--- config.mk ---
export PLATFORM = sky130hd
export DESIGN_NAME = reed_solomon_decoder_symbol_unpacker_flat
export DESIGN_NICKNAME = d
export VERILOG_FILES = /design/src/rtl/reed_solomon_decoder_symbol_unpacker_if.sv /design/src/rtl/reed_solomon_decoder_symbol_unpacker.sv /design/src/flat_wrapper.sv
export SDC_FILE = /design/constraint.sdc
export NUM_CORES = 1
export LEC_CHECK = 0
export ABC_AREA = 0
export BUFFER_PORTS_ARGS = -buffer_cell sky130_fd_sc_hd__buf_2
export CORE_ASPECT_RATIO = 0.5
export CORE_UTILIZATION = 55
export DETAILED_ROUTE_END_ITERATION = 10
export GPL_TIMING_DRIVEN = 0
export PLACE_DENSITY = 0.81
export SLEW_MARGIN = 20
export SYNTH_ARGS = -nofsm -noshare
export SYNTH_HDL_FRONTEND = slang
export SYNTH_SLANG_ARGS = --single-unit
export TNS_END_PERCENT = 5
--- constraint.sdc ---
create_clock -name clk -period 2.5 [get_ports clk]
set_input_delay 0.125 -clock clk [delete_from_list [all_inputs] [get_ports clk]]
set_output_delay 0.125 -clock clk [all_outputs]
set_load 0.01 [all_outputs]
--- src/rtl/reed_solomon_decoder_symbol_unpacker_if.sv ---
// Bundle between the 512-bit show-ahead input FIFO, the symbol unpacker and
// the syndrome stage. The master modport is the unpacker side; the slave
// modport is the FIFO / downstream side.
interface reed_solomon_decoder_symbol_unpacker_if;
  logic [511:0] fifo_deq_data;
  logic         fifo_not_empty;
  logic         fifo_deq_en;
  logic [7:0]   sym_data;
  logic         sym_valid;
  logic         sym_ready;
  logic         sym_sop;
  logic         sym_eop;

  modport master (
    input  fifo_deq_data, fifo_not_empty, sym_ready,
    output fifo_deq_en, sym_data, sym_valid, sym_sop, sym_eop
  );

  modport slave (
    output fifo_deq_data, fifo_not_empty, sym_ready,
    input  fifo_deq_en, sym_data, sym_valid, sym_sop, sym_eop
  );
endinterface

--- src/rtl/reed_solomon_decoder_symbol_unpacker.sv ---
// Reed-Solomon symbol unpacker: pops 512-bit FIFO words, emits them byte 0
// first as 8-bit symbols, and marks codeword boundaries every CW_LEN symbols
// independently of word alignment. One symbol per cycle, no bubble between
// words (the next word is popped on the accept of byte 63).
// Optional feature macro: REED_SOLOMON_DECODER_UNPACK_STATS_EN enables the
// popped-word counter; otherwise word_count is tied to 0.
module reed_solomon_decoder_symbol_unpacker #(
  parameter int CW_LEN = 255
) (
  input  logic        clk,
  input  logic        reset_n,
  input  logic        flush,
  reed_solomon_decoder_symbol_unpacker_if.master bus,
  output logic [15:0] cw_count,
  output logic [31:0] word_count
);

  localparam logic [0:0]  S_EMPTY  = 1'b0;
  localparam logic [0:0]  S_HOLD   = 1'b1;
  localparam logic [15:0] SYM_LAST = 16'(CW_LEN - 1);

  logic [0:0]   state_q, state_d;
  logic [511:0] hold_q, hold_d;
  logic [5:0]   byte_idx_q, byte_idx_d;
  logic [15:0]  sym_idx_q, sym_idx_d;
  logic [15:0]  cw_q, cw_d;

  logic accept;
  logic last_byte;
  logic last_sym;
  logic deq_en;

  // Handshake decode; pops are suppressed during reset and flush.
  always_comb begin
    accept    = (state_q == S_HOLD) && bus.sym_ready;
    last_byte = (byte_idx_q == 6'd63);
    last_sym  = (sym_idx_q == SYM_LAST);
    deq_en    = reset_n && !flush && bus.fifo_not_empty &&
                ((state_q == S_EMPTY) || (accept && last_byte));
  end

  assign bus.fifo_deq_en = deq_en;
  assign bus.sym_valid   = (state_q == S_HOLD);
  assign bus.sym_data    = hold_q[{byte_idx_q, 3'b000} +: 8];
  assign bus.sym_sop     = (state_q == S_HOLD) && (sym_idx_q == 16'd0);
  assign bus.sym_eop     = (state_q == S_HOLD) && last_sym;
  assign cw_count        = cw_q;

  // Next-state: flush wins over everything, including a same-cycle accept.
  always_comb begin
    state_d    = state_q;
    hold_d     = hold_q;
    byte_idx_d = byte_idx_q;
    sym_idx_d  = sym_idx_q;
    cw_d       = cw_q;
    if (flush) begin
      state_d    = S_EMPTY;
      byte_idx_d = 6'd0;
      sym_idx_d  = 16'd0;
    end else begin
      if (deq_en) begin
        hold_d     = bus.fifo_deq_data;
        byte_idx_d = 6'd0;
        state_d    = S_HOLD;
      end else if (accept) begin
        if (last_byte) state_d    = S_EMPTY;
        else           byte_idx_d = byte_idx_q + 6'd1;
      end
      if (accept) begin
        if (last_sym) begin
          sym_idx_d = 16'd0;
          cw_d      = cw_q + 16'd1;
        end else begin
          sym_idx_d = sym_idx_q + 16'd1;
        end
      end
    end
  end

  // State registers; reset drops any partial word or codeword.
  always_ff @(posedge clk or negedge reset_n) begin
    if (!reset_n) begin
      state_q    <= S_EMPTY;
      hold_q     <= '0;
      byte_idx_q <= '0;
      sym_idx_q  <= '0;
      cw_q       <= '0;
    end else begin
      state_q    <= state_d;
      hold_q     <= hold_d;
      byte_idx_q <= byte_idx_d;
      sym_idx_q  <= sym_idx_d;
      cw_q       <= cw_d;
    end
  end

`ifdef REED_SOLOMON_DECODER_UNPACK_STATS_EN
  logic [31:0] wc_q;

  // Popped-word counter; flush cannot pop so it never disturbs this count.
  always_ff @(posedge clk or negedge reset_n) begin
    if (!reset_n)    wc_q <= '0;
    else if (deq_en) wc_q <= wc_q + 32'd1;
  end

  assign word_count = wc_q;
`else
  assign word_count = 32'd0;
`endif

endmodule

--- src/flat_wrapper.sv ---
// flat-port wrapper written by rule: the top's interface ports become plain ports
module reed_solomon_decoder_symbol_unpacker_flat 
#(
  parameter int CW_LEN = 255
)
  (clk, reset_n, flush, cw_count, word_count, bus_fifo_deq_data, bus_fifo_not_empty, bus_sym_ready, bus_fifo_deq_en, bus_sym_data, bus_sym_valid, bus_sym_sop, bus_sym_eop);
  reed_solomon_decoder_symbol_unpacker_if bus_i ();
  input  logic clk;
  input  logic reset_n;
  input  logic flush;
  output logic [15:0] cw_count;
  output logic [31:0] word_count;
  input wire logic [$bits(bus_i.fifo_deq_data)-1:0] bus_fifo_deq_data;
  input wire logic [$bits(bus_i.fifo_not_empty)-1:0] bus_fifo_not_empty;
  input wire logic [$bits(bus_i.sym_ready)-1:0] bus_sym_ready;
  output wire logic [$bits(bus_i.fifo_deq_en)-1:0] bus_fifo_deq_en;
  output wire logic [$bits(bus_i.sym_data)-1:0] bus_sym_data;
  output wire logic [$bits(bus_i.sym_valid)-1:0] bus_sym_valid;
  output wire logic [$bits(bus_i.sym_sop)-1:0] bus_sym_sop;
  output wire logic [$bits(bus_i.sym_eop)-1:0] bus_sym_eop;
  assign bus_i.fifo_deq_data = bus_fifo_deq_data;
  assign bus_i.fifo_not_empty = bus_fifo_not_empty;
  assign bus_i.sym_ready = bus_sym_ready;
  assign bus_fifo_deq_en = bus_i.fifo_deq_en;
  assign bus_sym_data = bus_i.sym_data;
  assign bus_sym_valid = bus_i.sym_valid;
  assign bus_sym_sop = bus_i.sym_sop;
  assign bus_sym_eop = bus_i.sym_eop;
  reed_solomon_decoder_symbol_unpacker #(.CW_LEN(CW_LEN)) u_core (.clk(clk), .reset_n(reset_n), .flush(flush), .bus(bus_i), .cw_count(cw_count), .word_count(word_count));
endmodule
==> metrics.cfg, run 1 <==
[global_route]
antenna_found_initial=67
grt_max_degree=100
overflow=37
grt_util_all_layers_pct=80.4

[status]
status=aborted with a tool error
failed_stage=5_1_grt
firstError=[ERROR GRT-0232] Routing congestion too high. Check the congestion heatmap in the GUI.

[placement]
hpwlAfterDp_mm=59.5
dp.cells=2869
io_buffer_count=544
gp_congestion=0.896
post-place-ws_ns=-0.971

[synth]
synthMuxAreaShare_pct=34.7
synthAdderAreaFrac_pct=0.246
ys_seq_elements=551
synth_top_family_by_area=multiplexers
synth-seq-area-share_pct=54.3
ys_types=53
yosysWarningCount=0
async_reset_ff_share_pct=100
yosys.area.top_type=dfrtp_1
syn_area_sq_um=25400
synth.avg_cell_area_sq_um=15.0
synth_edf_count=0
ys.flop_type=dfrtp_1
syn_inst=1689
synth_top_cell_area_share_pct=54.3
synth_compound_area_share_pct=4.11
synth_area_leaders=dfrtp_1 (54%), mux2_2 (23%), mux4_2 (7.9%)
yosys.area_share.xor_xnor_pct=0.690
synth_simple_gate_area_share_pct=2.52

[floorplanning]
die_h_um=154
die_w_um=306
initial_core_util_pct=56.0
row_count=55
ioPinCount=577

[clock_tree]
cts_inserted_buffers=48
htreeDepth=2
clockBufferDepth=3
numClockSinks=551
root_buffer=clkbuf_16

[timing]
worstEndpointGrtRepair=bus_sym_data[4]
endpoint_type=output port

## layer usage
metal  global-route usage (%)  overflow
met4                     78.8        11
met2                     92.0        21
met1                     77.6         1
met5                     66.4         2
met3                     72.7         2
## cell usage after synthesis (3+ instances only)
| master | instances |
|---|---|
| nor3_1 | 19 |
| buf_2 | 70 |
| and3_1 | 7 |
| o21ai_0 | 18 |
| buf_4 | 43 |
| a31oi_1 | 5 |
| o221ai_1 | 38 |
| nand4_1 | 10 |
| nor2_1 | 16 |
| mux4_2 | 89 |
| a21oi_1 | 3 |
| dfrtp_1 | 551 |
| a211oi_1 | 5 |
| xnor2_1 | 8 |
| mux2i_1 | 97 |
| a221oi_1 | 30 |
| nand3_1 | 21 |
| o32ai_1 | 5 |
| a32oi_1 | 5 |
| o31ai_1 | 6 |
| clkbuf_1 | 29 |
| nand2_1 | 27 |
| o22ai_1 | 4 |
| inv_1 | 7 |
| buf_6 | 4 |
| ha_1 | 5 |
| o21ai_1 | 4 |
| mux2_2 | 518 |
| xor2_1 | 12 |
| buf_1 | 4 |
## through the flow
stage / cell area [sq um] / hold slack (ns)
4_1_cts: 37100 / 0.0968
3_5_place_dp: 29200 / 0.0238
3_3_place_gp: 29000 / 0.356
2_1_floorplan: 25500 / -0.171
## cells by family after synthesis
kind of cell | Yosys count
AO/OA/AOI/OAI | 132
XOR/XNOR | 20
adder cells (fa/ha/maj) | 5
buffers and inverters | 158
flip-flops | 551
multiplexers | 704
other | 1
AND/OR/NAND/NOR | 118
## timing repair
| item | in CTS |
|---|---|
| endpoints found under the setup margin | 521 |
| hold endpoints to repair | 707 |
| pin swaps | 14 |
| setup buffers | 13 |
| hold buffers | 519 |
| gates cloned | 2 |
| resized for setup | 235 |
==> inputs of run 2 (changes only) <==
Settings changed: CORE_ASPECT_RATIO 0.5 to default, CORE_UTILIZATION 55 to 40, PLACE_DENSITY 0.81 to default, PLACE_DENSITY_LB_ADDON from default to 0.15.
==> run 2 against run 1 <==
The flow now finishes, with violations (setup timing). Area after synthesis did not move. Synthesized cell count stayed put.
==> metrics.cfg, run 2 <==
[status]
status=complete, but fails checks
failed_checks=setup timing

[synth]
synth_top_cell_area_share_pct=54.3
synth.avg_cell_area_sq_um=15.0
synth_edf_count=0
ys_types=53
ys.flop_type=dfrtp_1
yosys.area.top_type=dfrtp_1
synth_area_leaders=dfrtp_1 (54%), mux2_2 (23%), mux4_2 (7.9%)
ys_top_cells_by_count=dfrtp_1 (551), mux2_2 (518), mux2i_1 (97)
ys_seq_elements=551
synthMostInstantiatedCell=dfrtp_1
syn_area_sq_um=25400
yosysWarningCount=0
syn_inst=1689
async_reset_ff_share_pct=100
synth-seq-area-share_pct=54.3

[timing]
finClkSkew_ns=0.0107
hold_slack_ns=0.0692
min_period_over_period_pct=134
grt_setup_unrepaired=true
setup_ws_ns=-0.846
tightest_slew_ns=0.962
fin_crit_ns=3.35
clock.fmax_mhz=299
hold_violations=0
relSlewSlack_pct=35.9
setup_violations=527
maxSlewViolCount=0

[placement]
dp.cells=3117
dpl_cell_area_sq_um=29500
io_buffer_count=544
hpwlAfterDp_mm=66.2
gp_congestion=0.839

[worst_hold_path]
hold_depth=6
min_from=flush
hold_path.class=input port to flip-flop
worst_hold_path.endpoint=u_core.sym_idx_q[14]$_DFFE_PN0P_

[setup_path]
cp_max_fo=7
startpoint_type=flip-flop
path_delay_family=multiplexers
r2r_setup_slack_ns=-0.09
critical_path_arrival_ns=3.22
r2r_start=u_core.byte_idx_q[3]$_DFFE_PN0P_
critPathLaunch=u_core.byte_idx_q[0]$_DFFE_PN0P_
crit_type=flip-flop to output pin
rr_worst_depth=11
required_ns=2.38
timing.rr.end=u_core.hold_q[317]$_DFFE_PN0P_
endpoint_kind=output pin
crit_chain=buf_12 > buf_16 > buf_16 > buf_12 > mux4_2 > a221oi_4 > o32ai_4 > mux2_4 > buf_6
crit_path_max_incr_delay_ns=0.59
slowest_stage=mux4_2
critPathBufInv=5

[clock_tree]
root_buffer=clkbuf_16
cts_inserted_buffers=61
htreeDepth=2
numClockSinks=551
clockBufferDepth=3
clk_latency_ns=0.63
cts_tree=yes
clk_pin_slew_worst_paths_ns=0.06

[floorplanning]
die_h_um=254
initial_core_util_pct=40.4
die_area_sq_um=64500
die_w_um=254
ioPinCount=577
core-area_sq_um=62900
row_count=92

[pwr]
vdd_ir_drop_max_uv=520
cellLeakagePower_uw=0.0167
power_uw=27200
powerDensity_nw_per_um2=701

[routing]
vias=19700
wl_per_cell_um=24.4
drtAntennaViolNets=0
via_per_inst=5.20
firstDrtPassIters=5
wl_mm=92.3
drc=0
drt_iter0_drc=1174

[global_route]
antenna_found_initial=9
grt_pass1_vias=21600
grt_util_all_layers_pct=28.5
grt_max_degree=97
overflow=0
grt_pass1_wl_mm=135

[cells_and_area]
top_register=u_core.hold_q
final_cell_area_sq_um=38800
syn_to_final_growth_pct=52.7
largest_reg_flops=512
final_nets=3401
final_cells=3782
mostFrequentLayoutCells=dfrtp_1 (551), buf_2 (543), mux2_2 (517), dlygate4sd3_1 (514), mux4_2 (89)
drive_gt1_share_pct=52.5
mostFrequentLayoutCell=dfrtp_1

[job]
timing.max_cap.violations=0

run 2: cell counts after synthesis:
No cell type changed its count.
run 2: worst max-delay path by stage:
stage | endpoint | slack [ns] | cells past startpoint
CTS | bus_sym_data[6] | -0.88 | 6
global route | bus_sym_data[0] | -0.95 | 9
finish | bus_sym_data[0] | -0.85 | 9
floorplan | bus_sym_data[5] | 0.18 | 7
global placement | u_core.hold_q[495]$_DFFE_PN0P_ | -11.01 | 6
detailed placement | bus_sym_data[4] | -1.62 | 8
run 2: logic make-up (layout without fill, tap and decap cells):
kind of cell	count (synthesis)	in the layout	synth area share [%]
multiplexers	704	704	34.7
flip-flops	551	551	54.3
buffers and inverters	158	1366	3.43
AO/OA/AOI/OAI	132	132	4.11
AND/OR/NAND/NOR	118	118	2.52
XOR/XNOR	20	20	0.690
adder cells (fa/ha/maj)	5	5	0.246
other	1	40	0.0148
run 2: tightest hold or removal path: stages:
cell and delay [ns]:
buf_2 0.09, inv_1 0.06, o41ai_4 0.11, a211oi_1 0.05, o21ai_0 0.12, o21ai_0 0.09
run 2: power breakdown:
part	switching (uW)	internal [uW]	total, uW
Combinational	2240	3420	5660
Sequential	1010	10800	11800
Clock	3790	5960	9750
run 2: metrics by stage:
step / setup slack [ns] / utilization, % / setup TNS [ns]
floorplan: 0.179 / - / 0
global placement: -11.01 / 46.6 / -
detailed placement: -1.62 / 46.9 / -167.62
CTS: -0.882 / 60.9 / -261.31
global route: -0.949 / 61.7 / -274.32
finish: -0.846 / 61.7 / -203.29
run 2: per-layer routing:
metal  share of wire (%)  global-route usage [%]  vias up
met5               0.025                       0        -
met4                 2.2                    7.50        4
met3                 5.3                    5.23      151
met2                  50                    48.3      603
met1                  42                    37.5    10200
li1                    -                       -     8714
run 2: layout make-up:
| class | instances | area, sq um |
|---|---|---|
| Antenna cell | 8 | 20.0 |
| Buffer | 148 | 1470 |
| Clock buffer | 90 | 1870 |
| Clock inverter | 22 | 319 |
| Fill cell | 4881 | 24100 |
| Inverter | 8 | 35.0 |
| Multi-Input combinational cell | 1011 | 11600 |
| Sequential cell | 551 | 13800 |
| Tap cell | 846 | 1060 |
| Timing Repair Buffer | 1098 | 8590 |
run 2: repair_timing:
item	in CTS	in global routing
pin swaps	27	5
gates resized for setup	250	132
setup endpoints to repair	528	538
gates cloned	3	1
hold endpoints to repair	721	208
hold buffers	518	1
buffers inserted	14	11
No activity file was read; power rests on OpenSTA's default activity.
